===== src/rtl/hazard_forward_ctrl.sv =====
// Hazard and forwarding controller for the 5-stage core: tracks EX/MEM writers,
// registers EX operand selects, and drives stall, flush and freeze enables.
module hazard_forward_ctrl (
  input  logic        clk,
  input  logic        reset,
  input  logic        id_valid,
  input  logic [4:0]  id_rs1,
  input  logic [4:0]  id_rs2,
  input  logic        id_uses_rs1,
  input  logic        id_uses_rs2,
  input  logic [4:0]  id_rd,
  input  logic        id_reg_write,
  input  logic        id_mem_read,
  input  logic        ex_branch_taken,
  input  logic        mem_access,
  input  logic        dmem_ready,
  output logic [1:0]  fwd_a_sel,
  output logic [1:0]  fwd_b_sel,
  output logic        pc_write,
  output logic        ifid_write,
  output logic        ifid_flush,
  output logic        idex_bubble,
  output logic        pipe_freeze,
  output logic [31:0] hazard_count
);

  // The WB slot is never consulted: its forwarding role is resolved one cycle
  // earlier from the MEM slot, when the selects for the entering EX op are made.
  logic        ex_valid_q, ex_valid_d;
  logic [4:0]  ex_rd_q, ex_rd_d;
  logic        ex_rw_q, ex_rw_d;
  logic        ex_mr_q, ex_mr_d;
  logic        mem_valid_q, mem_valid_d;
  logic [4:0]  mem_rd_q, mem_rd_d;
  logic        mem_rw_q, mem_rw_d;
  logic [1:0]  fwd_a_q, fwd_a_d;
  logic [1:0]  fwd_b_q, fwd_b_d;
  logic [31:0] cnt_q, cnt_d;

  logic freeze, flush, lu_raw, loaduse, insert;
  logic ex_hit_a, ex_hit_b, mem_hit_a, mem_hit_b;

  always_comb begin
    freeze  = mem_access & ~dmem_ready;
    flush   = ex_branch_taken & ~freeze;
    lu_raw  = id_valid & ex_valid_q & ex_mr_q & (ex_rd_q != 5'd0) &
              ((id_uses_rs1 & (id_rs1 == ex_rd_q)) |
               (id_uses_rs2 & (id_rs2 == ex_rd_q)));
    loaduse = lu_raw & ~freeze & ~flush;
    insert  = ~freeze & ~flush & ~loaduse & id_valid;

    ex_hit_a  = id_uses_rs1 & ex_valid_q & ex_rw_q & (ex_rd_q == id_rs1) & (id_rs1 != 5'd0);
    ex_hit_b  = id_uses_rs2 & ex_valid_q & ex_rw_q & (ex_rd_q == id_rs2) & (id_rs2 != 5'd0);
    mem_hit_a = id_uses_rs1 & mem_valid_q & mem_rw_q & (mem_rd_q == id_rs1) & (id_rs1 != 5'd0);
    mem_hit_b = id_uses_rs2 & mem_valid_q & mem_rw_q & (mem_rd_q == id_rs2) & (id_rs2 != 5'd0);

    // Reset forces the enables to their free-running values.
    pc_write    = reset | ~(freeze | loaduse);
    ifid_write  = reset | ~(freeze | loaduse);
    ifid_flush  = ~reset & flush;
    idex_bubble = ~reset & (flush | loaduse);
    pipe_freeze = ~reset & freeze;
  end

  always_comb begin
    ex_valid_d  = ex_valid_q;
    ex_rd_d     = ex_rd_q;
    ex_rw_d     = ex_rw_q;
    ex_mr_d     = ex_mr_q;
    mem_valid_d = mem_valid_q;
    mem_rd_d    = mem_rd_q;
    mem_rw_d    = mem_rw_q;
    fwd_a_d     = fwd_a_q;
    fwd_b_d     = fwd_b_q;
    cnt_d       = cnt_q;

    if (!freeze) begin
      mem_valid_d = ex_valid_q;
      mem_rd_d    = ex_rd_q;
      mem_rw_d    = ex_rw_q;
      ex_valid_d  = insert;
      ex_rd_d     = id_rd;
      ex_rw_d     = id_reg_write;
      ex_mr_d     = id_mem_read;
      fwd_a_d     = !insert ? 2'b00 : ex_hit_a ? 2'b10 : mem_hit_a ? 2'b01 : 2'b00;
      fwd_b_d     = !insert ? 2'b00 : ex_hit_b ? 2'b10 : mem_hit_b ? 2'b01 : 2'b00;
    end

    if ((freeze | flush | loaduse) && (cnt_q != 32'hFFFF_FFFF)) begin
      cnt_d = cnt_q + 32'd1;
    end
  end

  always_ff @(posedge clk) begin
    if (reset) begin
      ex_valid_q  <= 1'b0;
      ex_rd_q     <= 5'd0;
      ex_rw_q     <= 1'b0;
      ex_mr_q     <= 1'b0;
      mem_valid_q <= 1'b0;
      mem_rd_q    <= 5'd0;
      mem_rw_q    <= 1'b0;
      fwd_a_q     <= 2'b00;
      fwd_b_q     <= 2'b00;
      cnt_q       <= 32'd0;
    end else begin
      ex_valid_q  <= ex_valid_d;
      ex_rd_q     <= ex_rd_d;
      ex_rw_q     <= ex_rw_d;
      ex_mr_q     <= ex_mr_d;
      mem_valid_q <= mem_valid_d;
      mem_rd_q    <= mem_rd_d;
      mem_rw_q    <= mem_rw_d;
      fwd_a_q     <= fwd_a_d;
      fwd_b_q     <= fwd_b_d;
      cnt_q       <= cnt_d;
    end
  end

  assign fwd_a_sel    = fwd_a_q;
  assign fwd_b_sel    = fwd_b_q;
  assign hazard_count = cnt_q;

endmodule


===== config.mk =====
export PLATFORM = sky130hd
export DESIGN_NAME = hazard_forward_ctrl
export DESIGN_NICKNAME = d
export VERILOG_FILES = /design/src/rtl/hazard_forward_ctrl.sv
export SDC_FILE = /design/constraint.sdc
export NUM_CORES = 1
export LEC_CHECK = 0
export CORE_ASPECT_RATIO = 0.6
export CORE_MARGIN = 2
export CORE_UTILIZATION = 53
export CTS_CLUSTER_DIAMETER = 80
export DETAILED_ROUTE_END_ITERATION = 8
export GPL_ROUTABILITY_DRIVEN = 0
export GPL_TIMING_DRIVEN = 1
export PLACE_DENSITY_LB_ADDON = 0.08
export SYNTH_ARGS = -nofsm -noshare
export SYNTH_HDL_FRONTEND = slang
export SYNTH_SLANG_ARGS = --single-unit
export TNS_END_PERCENT = 5

===== constraint.sdc =====
create_clock -name clk -period 3.7 [get_ports clk]
set_input_delay 0.37 -clock clk [delete_from_list [all_inputs] [get_ports clk]]
set_output_delay 0.37 -clock clk [all_outputs]
set_load 0.05 [all_outputs]

==> results.md, run 1 <==
* Die extent in y at 58.9 um
* # placed instances at 444
* Total Routing Usage GR at 25.7%
* First-pass DRT Iterations at 5
* CTS max path bufs at 2
* CP cell instances: clkdlybuf4s50_1 > xor2_1 > nor4_1 > and3_1 > o21bai_1 > o21bai_1 > clkdlybuf4s50_1
* Antenna-violating nets left at 0
* Flops & latches, synth at 51
* Relative slew slack at 52.1%
* Layout cell share with drive strength beyond 1 at 5.40%
* Synthesized area per cell at 8.08 sq um
* Top delay family on crit path: buffers and inverters
* WS Path Type: primary input to output pin
* CP max-delay cell: clkdlybuf4s50_1
* Synth warnings at 0
* Final HPWL DP at 5.23 mm
* H-Tree Depth at 2
* Total CTS buffers at 5
* TritonCTS clock tree: built
* Mapped Cells at 329
* Die width at 95.4 um
* Min Hold Slack at 0.474 ns
* Final nets at 414
* DR iter-0 viols at 231
* Total Routed Length at 7.00 mm
* Syn Nets at 355
* Post-synthesis sequential area ratio at 38.4%
* # DRC at 0
* Vias per cell at 5.73
* Avg WL per Cell at 15.5 um
* CP Capture Type: output pin
* Buf/Inv on CP at 2
* Clock slew at reported path FFs at 0.09 ns
* Worst Tran Pin Value at 0.717 ns
* Required @ worst endpoint at 3.33 ns
* Worst min-delay path class: flip-flop to flip-flop
* Clock Latency Late Sink at 0.30 ns
* Hold Buf Count CTS at 0
* Mapped Area at 2660 sq um
* Core area at 4710 sq um
* Setup Fix Bufs, Post-CTS at 0
* # IOs at 66
* Fin. Hold Viols at 0
* Ys async rst share at 0%
* Final global-route overflow total at 0
* Clock Skews at 0.00713 ns
* Post-synth EDFFs at 0
* Root Buffer: clkbuf_8
* Type of origin of the critical path: primary input
* Yosys cell types at 46
* Initial antenna violation count at 0
* Cts repair resizes at 0
* Setup-failing EPs final at 0
* Initial Utilization at 56.5%
* Row cnt at 19
* Vias in the first global route at 2,306
* Final cell count without fillers at 452
* Die area at 5620 sq um
* Max-Cap Viols at 0
* Total number of vias at 2,592
* VDD IR-drop max at 0.000186 V
* CP peak stage delay at 0.82 ns
* Clock sink total at 51
* First-pass GRT wire length at 11.1 mm
* Max Slew Vio Count at 0
* Final setup TNS at 0 ns
* RSZ-0062 raised after global routing: no
* Crit-path max FO at 7
* Largest net degree at the start of global routing at 54
* Port Buffers at 65
* Final period util at 87.5%
* # diodes at 0
* Status: completed
* Achievable frequency at 0.309 GHz
* Min Tclk post-route at 3.24 ns
* Crit path arrival time at 2.87 ns
* Layout area overhead at 29.3%
* Leakage at 1.21 nW
* Pwr dens at 311 nW/um^2
* Ys flop type: dfxtp_1
cells in the mapped netlist, types with 2 or more instances:
master    instances  area [sq um]
dfxtp_1          51          1020
nand2_1          41           154
a21oi_1          37           185
nor2_1           22          82.6
nand3_1          21           105
xnor2_1          17           149
and3_1           13          81.3
o21ai_0          13          65.1
or3_1            11          68.8
clkbuf_1          9          33.8
xor2_1            9          78.8
nand4_1           8          50.1
inv_1             7          26.3
a21o_1            6          45.0
nor2b_1           5          31.3
nor3_1            5          25.0
or4_1             5          37.5
nor4_1            4          25.0
a211oi_1          3          22.5
and4_1            3          26.3
buf_6             3          33.8
nand2b_1          3          18.8
a22o_1            2          17.5
a311oi_1          2          17.5
a31o_2            2          17.5
a32o_1            2          20.0
and2_1            2          12.5
mux2_1            2          22.5
nand4_2           2          25.0
o21bai_1          2          15.0
o31ai_1           2          15.0
where the power goes:
part,internal [mW],switching (mW)
Combinational,0.0621,0.0815
Clock,0.171,0.179
Sequential,0.560,0.0163
cells in the final DEF (no fill, tap or decap), drive strengths merged, types with 2 or more instances in the layout:
cell / count
or4: 5
clkbuf: 8
nand3: 22
a311oi: 2
inv: 7
nand2: 41
or3: 11
clkdlybuf4s50: 62
a21oi: 38
and4: 3
o31ai: 2
nor4: 4
buf: 6
and3: 13
and2: 3
a211oi: 3
a32o: 2
nand2b: 3
nor2: 22
nor3: 5
xnor2: 17
nand4: 10
mux2: 3
a21o: 6
xor2: 9
o21ai: 13
a22o: 2
dfxtp: 51
nor2b: 5
o21bai: 2
a31o: 2
area by class of cell:
type | count | area [sq um]
well taps | 63 | 78.8
clock buffers | 8 | 100
repair buffers | 68 | 688
flip-flops and latches | 51 | 1020
inverters | 7 | 26.3
multi-input cells | 255 | 1520
fillers | 375 | 1270
state kept, by name, indices dropped and copies added, names as in the netlist:
name	cells
ex_mr_q	1
ex_rd_q	5
ex_rw_q	1
ex_valid_q	1
fwd_a_sel	2
fwd_b_sel	2
hazard_count	32
mem_rd_q	5
mem_rw_q	1
mem_valid_q	1
metal layers:
layer  share of wire (%)  global-route usage [%]
met2                  41                    36.8
met4                 1.1                    6.53
met5                   0                       0
met3                 7.7                    6.79
met1                  50                    38.4
metrics by stage:
stage / utilization, % / setup slack, ns / power [mW] / cell area (sq um)
floorplan: - / 1.08 / 0.675 / 2660
global route: 73.0 / 0.370 / 1.11 / 3440
CTS: 73.0 / 0.506 / 1.07 / 3440
finish: 73.0 / 0.463 / 1.07 / 3440
detailed placement: 70.9 / 0.504 / 0.730 / 3340
global placement: 70.9 / 0.577 / 0.726 / 3340
path summary, 6_finish.rpt:
path	startpoint	to	slack [ns]	cells after the start
setup / recovery	id_rs1[2]	idex_bubble	0.46	7
hold reg to reg	ex_mr_q	ex_mr_q	0.47	2
setup reg to reg	hazard_count[17]	hazard_count[23]	0.93	7
hold / removal	ex_mr_q	ex_mr_q	0.47	2
tightest hold or removal path: stages (launching register included):
cell	delay (ns)
dfxtp_1	0.32
nand2_1	0.06
a21oi_1	0.05
cells by family after synthesis:
| group | count (synthesis) | share of synthesized area [%] |
|---|---|---|
| simple gates | 149 | 29.3 |
| compound gates | 75 | 17.2 |
| flops | 51 | 38.4 |
| xor+xnor | 26 | 8.56 |
| buf+inv | 23 | 4.33 |
| mux | 4 | 1.79 |
| fa+ha+maj | 1 | 0.471 |
Note: power is estimated with default switching activity, not from simulation.
==> inputs of run 2 (changes only) <==
Settings changed: SETUP_SLACK_MARGIN from default to 0.2.
==> results of run 2 <==
Same layout as run 1: the final DEF is identical, and so are final timing and power.
==> edit: new RTL, config.mk and constraints of run 1 <==
Reset style: asynchronous (`reset`), changed in one clocked block.
--- a/src/rtl/hazard_forward_ctrl.sv
+++ b/src/rtl/hazard_forward_ctrl.sv
@@ -92,5 +92,5 @@
   end
 
-  always_ff @(posedge clk) begin
+  always_ff @(posedge clk or posedge reset) begin
     if (reset) begin
       ex_valid_q  <= 1'b0;
Behaviour: differs if reset is asserted again (counterexample within 4 cycles, from zero or initial values and one cycle with reset high); with reset held inactive, the same outputs for 10 cycles.
==> edit against run 1 <==
Sequential cell count did not move. Worst setup slack improved by 0.18 ns. Final area fell by 0.84%. Synthesized area shrank 2.2%. Global-route usage down 2.1 points. Wire length down 14%. Highest routed layer unchanged.
Power is not compared: it rests on default switching activity, and its combinational part moved more than twofold at a synthesized area within 25%.
==> edit: results (changes against run 1) <==
stage	metric	value	unit	change
outcome	status	finished, final reports clean		
logic_synthesis	Post-Syn Area per Cell	9.93	µm²	+23%
worst_setup_path	Data arrival, critical path	2.68	ns	-0.19 ns
global_route	vias in the first global route	1987		-14%
logic_synthesis	prevailing post-synth register cell	dfrtp_1		
logic_synthesis	Synth cell types	36		-22%
detailed_routing	Vias/cell	5.44		-5.1%
detailed_routing	DR pass1 iterations	4		-1
worst_setup_path	Crit Path Max Fanout	5		-2
logic_synthesis	Mapped Nets	288		-19%
finish	fin nets	354		-14%
worst_setup_path	CP startpoint	id_rs2[3]		
worst_setup_path	RR Endpoint	hazard_count[17]		
place	detailed placement HPWL	4510	µm	-14%
logic_synthesis	post-synthesis mux area share	0.433	%	-1.4 points
sta	Worst Clk Skew	0.0103	ns	+0.00314 ns
logic_synthesis	Synth Area in XOR/XNOR	16.5	%	+7.9 points
logic_synthesis	post-synthesis compound-gate area fraction	3.51	%	-14 points
worst_setup_path	reg2reg start	hazard_count[0]		
worst_setup_path	R2R Setup Slk	1.28	ns	+0.35 ns
logic_synthesis	async set-or-reset flop fraction in the synthesized netlist	100	%	+100 points
detailed_routing	Avg WL per Cell	15.4	µm	-0.72%
min_path	Tightest Hold Check Type	in2async		
detailed_routing	final WL	6030	µm	-14%
global_route	gr usage total	23.6	%	-2.1 points
logic_synthesis	proportion of synthesized chip area in sequential cells	49.1	%	+11 points
logic_synthesis	Synth Area in Adders	0.481	%	+0.010 points
worst_setup_path	end of the critical path	ifid_write		
global_route	global-route wire length before repair	9920	µm	-11%
-- edit: changes by cell type after synthesis, moves of 7 or more --
cell	delta
a21oi_1	-34
dfrtp_1	+51
dfxtp_1	-51
nand2_1	+19
nand3_1	-8
nor2_1	-14
o21ai_0	-12
or3_1	-11
xnor2_1	+7
xor2_1	+16
-- edit: critical path, stage by stage --
cell and delay (ns):
clkdlybuf4s50_1 0.54, xor2_1 0.19, nor4_1 0.08, and3_1 0.20
o21ai_2 0.24, o21ai_0 0.11, nand2_1 0.12, clkdlybuf4s50_1 0.83
-- edit: cell families (layout without fill, tap and decap cells) --
| kind of cell | Yosys count | count (layout) |
|---|---|---|
| XOR/XNOR | 49 | 49 |
| adder cells (fa/ha/maj) | 1 | 1 |
| AND/OR/NAND/NOR | 136 | 136 |
| multiplexers | 1 | 1 |
| buffers and inverters | 11 | 78 |
| AO/OA/AOI/OAI | 13 | 13 |
| flip-flops | 51 | 51 |
-- edit: where the power goes --
part / internal, mW / switching (mW)
sequential: 0.618 / 0.0791
combinational: 0.173 / 0.281
clock: 0.170 / 0.178
-- edit: layout make-up --
type | instances | area [µm²]
tap | 63 | 78.8
sequential | 51 | 1280
clock buffer | 7 | 96.3
multi-input combinational | 200 | 1270
clock inverter | 1 | 7.51
inverter | 2 | 7.51
fill | 359 | 1230
timing repair buffer | 68 | 673
-- edit: routing by layer --
| layer | up-vias | routed length (µm) | track usage (%) |
|---|---|---|---|
| li1 | 1029 | - | - |
| met5 | - | 0 | 0 |
| met4 | 0 | 35 | 5.59 |
| met3 | 4 | 488 | 6.37 |
| met1 | 1024 | 2900 | 35.9 |
| met2 | 76 | 2600 | 33.9 |
-- edit: stage by stage --
stage	worst slack, ns	total power, mW	util, %
after floorplan	0.715	0.993	-
after global placement	0.704	1.16	71.3
after CTS	0.653	1.51	73.5
after detailed placement	0.659	1.16	71.3
final	0.646	1.50	73.5
after global routing	0.529	1.58	73.5
-- edit: how the worst min path moves through the flow --
stage,startpoint,end,slack [ns]
after floorplan,ex_mr_q,ex_mr_q,0.44
after global placement,mem_valid_q,mem_valid_q,0.45
after detailed placement,mem_valid_q,mem_valid_q,0.46
after CTS,reset,hazard_count[22],0.43
after global routing,reset,hazard_count[22],0.45
final,reset,hazard_count[26],0.43
